File: src/rtl/pipeline_pkg.sv
// Shared types for the pipeline control path: scheduler state and the
// per-stage stall/flush bundle consumed by the datapath.
package pipeline_pkg;

   typedef enum logic [0:0] {
      RUN     = 1'b0,
      MD_WAIT = 1'b1
   } ctrl_state_t;

   typedef struct packed {
      logic stall_f;
      logic stall_d;
      logic stall_e;
      logic flush_d;
      logic flush_e;
      logic flush_m;
   } stall_flush_t;

   localparam stall_flush_t SF_NONE = '0;

   // Hold the front end and bubble M while the mul/div occupies E.
   localparam stall_flush_t SF_MD_HOLD = '{
      stall_f: 1'b1, stall_d: 1'b1, stall_e: 1'b1,
      flush_d: 1'b0, flush_e: 1'b0, flush_m: 1'b1
   };

   localparam stall_flush_t SF_BRANCH = '{
      stall_f: 1'b0, stall_d: 1'b0, stall_e: 1'b0,
      flush_d: 1'b1, flush_e: 1'b1, flush_m: 1'b0
   };

   // Load-use bubble; the watchdog abort reuses it to kill the hung op in E.
   localparam stall_flush_t SF_LOAD_USE = '{
      stall_f: 1'b1, stall_d: 1'b1, stall_e: 1'b0,
      flush_d: 1'b0, flush_e: 1'b1, flush_m: 1'b0
   };

endpackage

File: src/rtl/pipeline_ctrl.sv
// Stall/flush scheduler: merges mul/div, branch and load-use requests,
// owns the mul/div handshake, its watchdog and a stall-cycle counter.
module pipeline_ctrl
   import pipeline_pkg::*;
#(
   parameter int unsigned MD_TIMEOUT = 64,
   parameter int unsigned TO_W       = 7,
   parameter int unsigned CNT_W      = 32
) (
   input  logic             clk,
   input  logic             reset,
   input  logic             LoadUseE,
   input  logic             PCSrcE,
   input  logic             MulDivE,
   input  logic             md_done,
   output logic             md_start,
   output logic             StallF,
   output logic             StallD,
   output logic             StallE,
   output logic             FlushD,
   output logic             FlushE,
   output logic             FlushM,
   output logic             md_busy,
   output logic             md_err,
   output logic [CNT_W-1:0] stall_cnt
);

   localparam logic [TO_W-1:0] WAIT_LAST = TO_W'(MD_TIMEOUT - 1);

   if (MD_TIMEOUT < 2) begin : g_bad_timeout
      $error("pipeline_ctrl: MD_TIMEOUT must be at least 2");
   end
   if ((64'd1 << TO_W) <= 64'(MD_TIMEOUT)) begin : g_bad_to_w
      $error("pipeline_ctrl: TO_W too narrow for MD_TIMEOUT");
   end

   ctrl_state_t     state, state_nxt;
   logic [TO_W-1:0] wait_cnt, wait_nxt;
   logic            err_set;
   logic            start_c;
   stall_flush_t    ctl;

   // Next-state and control decode; reset forces every control output low.
   always_comb begin
      state_nxt = state;
      wait_nxt  = wait_cnt;
      err_set   = 1'b0;
      start_c   = 1'b0;
      ctl       = SF_NONE;
      if (!reset) begin
         unique case (state)
            RUN: begin
               if (MulDivE) begin
                  start_c   = 1'b1;
                  ctl       = SF_MD_HOLD;
                  state_nxt = MD_WAIT;
                  wait_nxt  = '0;
               end else if (PCSrcE) begin
                  ctl = SF_BRANCH;
               end else if (LoadUseE) begin
                  ctl = SF_LOAD_USE;
               end
            end
            MD_WAIT: begin
               if (md_done) begin
                  state_nxt = RUN;
               end else if (wait_cnt == WAIT_LAST) begin
                  ctl       = SF_LOAD_USE;
                  err_set   = 1'b1;
                  state_nxt = RUN;
               end else begin
                  ctl      = SF_MD_HOLD;
                  wait_nxt = wait_cnt + TO_W'(1);
               end
            end
            default: state_nxt = RUN;
         endcase
      end
   end

   // State, watchdog counter, sticky error and saturating stall counter.
   always_ff @(posedge clk) begin
      if (reset) begin
         state     <= RUN;
         wait_cnt  <= '0;
         md_err    <= 1'b0;
         stall_cnt <= '0;
      end else begin
         state    <= state_nxt;
         wait_cnt <= wait_nxt;
         if (err_set) begin
            md_err <= 1'b1;
         end
         if (ctl.stall_f && (stall_cnt != '1)) begin
            stall_cnt <= stall_cnt + CNT_W'(1);
         end
      end
   end

   assign md_start = start_c;
   assign StallF   = ctl.stall_f;
   assign StallD   = ctl.stall_d;
   assign StallE   = ctl.stall_e;
   assign FlushD   = ctl.flush_d;
   assign FlushE   = ctl.flush_e;
   assign FlushM   = ctl.flush_m;
   assign md_busy  = !reset && (state == MD_WAIT);

   // A legal decoder never presents a mul/div together with a branch or load-use.
   a_md_exclusive: assert property (@(posedge clk) disable iff (reset)
      (state == RUN) |-> !(MulDivE && (PCSrcE || LoadUseE)))
      else $error("pipeline_ctrl: MulDivE together with PCSrcE/LoadUseE");

endmodule
File: config.mk
export PLATFORM = sky130hd
export DESIGN_NAME = pipeline_ctrl
export DESIGN_NICKNAME = d
export VERILOG_FILES = /design/src/rtl/pipeline_pkg.sv /design/src/rtl/pipeline_ctrl.sv
export SDC_FILE = /design/constraint.sdc
export NUM_CORES = 1
export LEC_CHECK = 0
export CAP_MARGIN = 25
export CORE_MARGIN = 2
export CORE_UTILIZATION = 35
export CTS_CLUSTER_SIZE = 16
export DETAILED_ROUTE_END_ITERATION = 6
export GPL_TIMING_DRIVEN = 0
export PLACE_DENSITY = 0.57
export SYNTH_ARGS = -nofsm -noshare
export SYNTH_HDL_FRONTEND = slang
export SYNTH_SLANG_ARGS = --single-unit
File: constraint.sdc
create_clock -name clk -period 2.95 [get_ports clk]
set_clock_uncertainty 0.15 [all_clocks]
set_input_delay 0.295 -clock clk [delete_from_list [all_inputs] [get_ports clk]]
set_output_delay 0.295 -clock clk [all_outputs]
set_load 0.02 [all_outputs]
==> results of run 1 <==
## worst max-delay path: stages, from the launching register on
cell,delay (ps)
dfxtp_1,380
ha_1,220
nand3_2,140
o31a_1,350
a21oi_4,220
nor2_1,80
buf_4,130
clkdlybuf4s50_1,520
## sequential cells by signal, summed over array words and instances (netlist names)
signal,flops
stall_cnt,32
wait_cnt,7
md_err,1
state,1
## report_power, final
group	switching [mW]	internal [mW]
Sequential	0.00611	0.557
Combinational	0.0637	0.0438
Clock	0.199	0.164
## cells by family after synthesis
kind of cell,after synthesis,share of synthesized area [%]
fa+ha+maj,2,1.19
mux,3,1.66
xor+xnor,7,2.91
compound gates,69,21.8
flops,41,39.0
simple gates,109,28.3
buf+inv,23,5.17
## through the flow
| stage | total power [mW] | hold slack, ps | area, sq um |
|---|---|---|---|
| global placement | 0.681 | 290 | 2660 |
| floorplan | 0.636 | 299 | 2110 |
| finish | 1.03 | 296 | 2760 |
| global route | 1.08 | 314 | 2760 |
| CTS | 1.05 | 300 | 2750 |
| detailed placement | 0.681 | 289 | 2660 |
## area by class of cell
type | instances | area, sq um
flip-flops and latches | 41 | 821
fillers | 581 | 3090
inverters | 13 | 48.8
repair buffers | 46 | 460
multi-input cells | 190 | 1190
clock buffers | 6 | 72.6
plain buffers | 10 | 63.8
clock inverters | 2 | 10.0
well taps | 75 | 93.8
## Yosys cell counts, drive strengths merged, types with 3 or more instances
library cell / instances
xnor2: 7
dfxtp: 41
or3: 10
a31oi: 3
a21oi: 25
clkbuf: 5
buf: 5
nand2: 21
o21ai: 13
nand4: 11
nand3: 10
or4: 9
nor3: 5
nor2: 24
or2: 4
inv: 13
o31ai: 11
nor4: 3
## metal layers
metal	share of wire (%)	GRT usage, %	vias up
li1	-	-	1054
met3	4.5	3.30	8
met5	0	0	-
met2	46	29.5	54
met4	0.94	4.75	0
met1	48	23.4	976
## repair_timing
item                                    CTS  global route
resized for setup                         2             6
hold buffers                              0             0
endpoints found under the setup margin    4             4
## worst min-delay path by stage
stage / slack [ps] / to
final: 300 / md_err
after detailed placement: 290 / md_err
after global placement: 290 / md_err
after global routing: 310 / md_err
after CTS: 300 / md_err
after floorplan: 300 / wait_cnt[5]
==> metrics.md, run 1 <==
| Metric | Value |
|---|---|
| Starting Density | 36.0% |
| Commonest non-fill, non-tap cell in the layout | clkdlybuf4s50_1 |
| Final setup fails | 0 |
| Pin count of the biggest net entering global routing | 13 |
| Die X | 81.6 microns |
| Final Hold Viols | 0 |
| Pre-Repair DR Iteration Count | 4 |
| Asr flop ratio synth | 0% |
| Sequential fraction of the synthesis area | 39.0% |
| Worst Hold Depth | 2 |
| Post-place setup slack | -156 ps |
| Post-Place Cells | 375 |
| Clk_lat worst skew | 290 ps |
| Max-slew violation count | 0 |
| Synthesis-to-layout area growth | 31.2% |
| Vias per Instance | 5.46 |
| DPL Wire Length | 3.92 mm |
| Finished Layout Cells | 383 |
| Netlist cell types | 50 |
| Worst R2R Setup Slack | 440 ps |
| Critical Path End | StallE |
| Crit. Startpoint | wait_cnt[0] |
| CP Class | flop to output pin |
| Diode count | 0 |
| Fin Setup TNS | 0 ps |
| Top-Level Pins | 47 |
| Core Area | 5850 sq um |
| Setup slack after layout | 157 ps |
| Via count | 2092 |
| Status | finished clean |
| Most frequent cells in the layout | clkdlybuf4s50_1, dfxtp_1, nor2_1, a21oi_1, nand2_1 |
| Final period utilization | 94.7% |
| DRT iter0 DRCs | 116 |
| Cts bufs inserted | 5 |
| Clock sinks | 41 |
| Synth warn | 0 |
| Share of cells above drive strength 1 | 10.1% |
| Initial antenna violation count | 0 |
| Primary FF master, synth | dfxtp_1 |
| Tot GR Track Use | 17.7% |
| Synthesized cell area | 2110 sq um |
| Vias in the first global route | 1935 |
| CTS clock-pin slew for the worst setup and hold paths | 80 ps |
| R2R Path Start | stall_cnt[0] |
| Top post-synthesis cells by area | dfxtp_1, a21oi_1, nor2_1 |
| Die Ht | 81.6 microns |
| Num rows | 28 |
| Dominant cell type by area after synthesis | dfxtp_1 |
| Cells after Synth | 254 |
| Util after Layout | 47.2% |
| WL final | 5.43 mm |
| CTS tree | done |
| Max FO, Critical Path | 7 |
| Max capacitance violation total | 0 |
| Startpoint types | flop |
| Final ANT Viol Nets | 0 |
| Worst EP arrival | 2350 ps |
| Pleak | 0.847 nW |
| # Post-CTS Setup Buffers | 0 |
| Synth Register Bits | 41 |
| Final-stage net count | 315 |
| Number of flops mapped to enable cells by yosys | 0 |
| Max clock buf depth | 2 |
| Worst EP required | 2510 ps |
| First-pass GRT wire length | 9.25 mm |
| Worst vdd ir | 214 uV |
| Worst rel slew slack | 41.9% |
| Mapped Nets | 262 |
| R2r worst-path depth | 7 |
| Critical R2R Capture | stall_cnt[18] |
| Grt ovf | 0 |
| Max Fclk | 0.358 GHz |
| Htree depth | 2 |
| Min-Delay Path Class | flop to flop |
| RSZ-0062 raised after global routing | no |
| Placer congestion estimate | 0.827 |
| DR WL/cell | 14.2 microns |
| Pwr Density | 374 nW/um^2 |
| Die area | 6650 sq um |
| Hold wc startpoint | md_err |
| Residual DRC count | 0 |
| CTS root buf | clkbuf_8 |
| Port bufs | 46 |
| Slew @ Worst Pin | 863 ps |
| Minimum clock period | 2790 ps |
| CP Capture Type | output pin |
| Syn_area_per_cell | 8.29 sq um |
| Synth top area share | 39.0% |
Note: power is estimated with default switching activity, not from simulation.
==> run 2, diff against run 1 <==
Settings changed: CAP_MARGIN 25 to 30.
==> results of run 2 <==
Same layout as run 1: the final DEF is identical, and so are final timing and power.
==> run 3, diff against run 2 <==
Settings changed: DONT_BUFFER_PORTS from default to 1, PLACE_DENSITY 0.57 to 0.47.
==> run 3 against run 2 <==
Utilization down 8.3 points. Critical path type is now flop to flop. Hold slack got worse by 260 ps. Sequential power increased by 0.7%. Via count shrank 9.8%.
==> metrics.md, run 3 (synthesis results as in run 1) <==
| Metric | Value |
|---|---|
| Final Hold Viols | 0 (unchanged) |
| Pwr Density | 434 nW/um^2 (+16%) |
| Max capacitance violation total | 0 (unchanged) |
| Die X | 81.6 microns (unchanged) |
| Slew @ Worst Pin | 940 ps (+77.0 ps) |
| Top-Level Pins | 47 (unchanged) |
| Design Power | 0.987 mW (-4.5%) |
| Post-route cell area | 2280 sq um (-18%) |
| Post-DP Area | 2200 sq um (-17%) |
| CTS clock-pin slew for the worst setup and hold paths | 70 ps (about the same) |
| Starting Density | 36.0% (unchanged) |
| DR WL/cell | 16.3 microns (+15%) |
| Worst EP arrival | 2750 ps (+400 ps) |
| Most frequent cells in the layout | dfxtp_1, nor2_1, a21oi_1 |
| Max FO, Critical Path | 10 (+3) |
| Placer congestion estimate | 0.752 (-9.1%) |
| Diode count | 0 (unchanged) |
| Die Ht | 81.6 microns (unchanged) |
| Initial antenna violation count | 0 (unchanged) |
| Largest regs | stall_cnt x32, wait_cnt x7 |
| Most flops, register | stall_cnt |
| Share of cells above drive strength 1 | 10.0% (-0.065 points) |
| Pin count of the biggest net entering global routing | 12 (-1) |
| Max-slew violation count | 0 (unchanged) |
| CP Capture Type | flop |
| Status | finished clean |
| Worst vdd ir | 160 uV (-25%) |
| Startpoint types | flop |
| Num rows | 28 (unchanged) |
| Worst EP required | 2980 ps (+470 ps) |
| DRT iter0 DRCs | 96 (-17%) |
| Vias in the first global route | 1731 (-11%) |
| Clk_lat worst skew | 290 ps (about the same) |
| Hold buffers post-CTS | 0 (unchanged) |
| Core Area | 5850 sq um (unchanged) |
| Max reg flops | 32 (unchanged) |
| RSZ-0062 raised after global routing | no |
| Final-stage net count | 269 (-15%) |
| Min-Delay Path Class | primary input to flop |
| Cts bufs inserted | 5 (unchanged) |
| CTS root buf | clkbuf_8 |
| Residual DRC count | 0 (unchanged) |
| CTS tree | done |
| Minimum clock period | 2720 ps (-70.4 ps) |
| Commonest non-fill, non-tap cell in the layout | dfxtp_1 |
| Worst rel slew slack | 36.4% (-5.5 points) |
| Htree depth | 2 (unchanged) |
| Final setup fails | 0 (unchanged) |
| DPL Wire Length | 4.03 mm (+2.7%) |
| Fin Setup TNS | 0 ps (unchanged) |
| CP Class | flop to flop |
| Die area | 6650 sq um (unchanged) |
| Pre-Repair DR Iteration Count | 4 (unchanged) |
| Max Fclk | 0.367 GHz (+2.6%) |
| Port bufs | 0 (-100%) |
| Grt ovf | 0 (unchanged) |
| Via count | 1887 (-9.8%) |
| Clock sinks | 41 (unchanged) |
| Final period utilization | 92.3% (-2.4 points) |
| Pleak | 0.671 nW (-21%) |
| Tot GR Track Use | 17.7% (about the same) |
| Synthesis-to-layout area growth | 8.14% |
| First-pass GRT wire length | 8.98 mm (-2.9%) |
| WL final | 5.47 mm (+0.85%) |
| Vias per Instance | 5.63 (+3.1%) |
| Max clock buf depth | 2 (unchanged) |
| Final ANT Viol Nets | 0 (unchanged) |
| Util after Layout | 38.9% (-8.3 points) |
==> run 3: cell type report <==
| type | instances | area [sq um] |
|---|---|---|
| fill | 588 | 3570 |
| multi-input combinational | 190 | 1180 |
| sequential | 41 | 821 |
| tap | 75 | 93.8 |
| clock buffer | 5 | 68.8 |
| buffer | 10 | 60.1 |
| inverter | 13 | 48.8 |
| clock inverter | 1 | 5.00 |
==> run 3: stage by stage <==
stage	setup slack, ps	hold slack [ps]	instances
global route	55.3	10.8	335
detailed placement	230	317	329
floorplan	584	299	254
CTS	155	14.7	335
finish	228	35.4	335
global placement	262	315	329
==> run 3: repair_timing <==
item | CTS | global route
setup endpoints to repair | 0 | 1
buffers inserted | 0 | 0
resized for setup | 0 | 1
==> run 3: final timing paths <==
kind | slack, ps | to | start | depth (start not counted)
max | 230 | stall_cnt[29] | stall_cnt[0] | 7
min | 40 | wait_cnt[4] | md_done | 2
max reg2reg | 230 | stall_cnt[29] | stall_cnt[0] | 7
min reg2reg | 330 | wait_cnt[1] | wait_cnt[1] | 2
==> run 3: report_power, final <==
group	leakage [nW]	total [mW]	internal (mW)	switching (mW)
Sequential	0.331	0.567	0.557	0.00991
Clock	0.0399	0.346	0.156	0.190
Combinational	0.301	0.0739	0.0216	0.0523
==> run 3: per-layer routing <==
layer	vias to the layer above	routed length, microns	part of all wire, %	global-route usage, %
met5	-	0	0	0
met4	0	71	1.3	5.08
met3	5	370	6.8	5.38
met2	54	2310	42	26.5
met1	864	2720	50	24.5
li1	964	-	-	-
==> run 3: worst max-delay path, stage by stage, from the launching register on <==
cell      delay, ps
dfxtp_1         580
ha_1            300
nand3_1         110
or2_2           290
clkbuf_1        200
o311ai_4        540
nor3_1          130
mux2_4          310
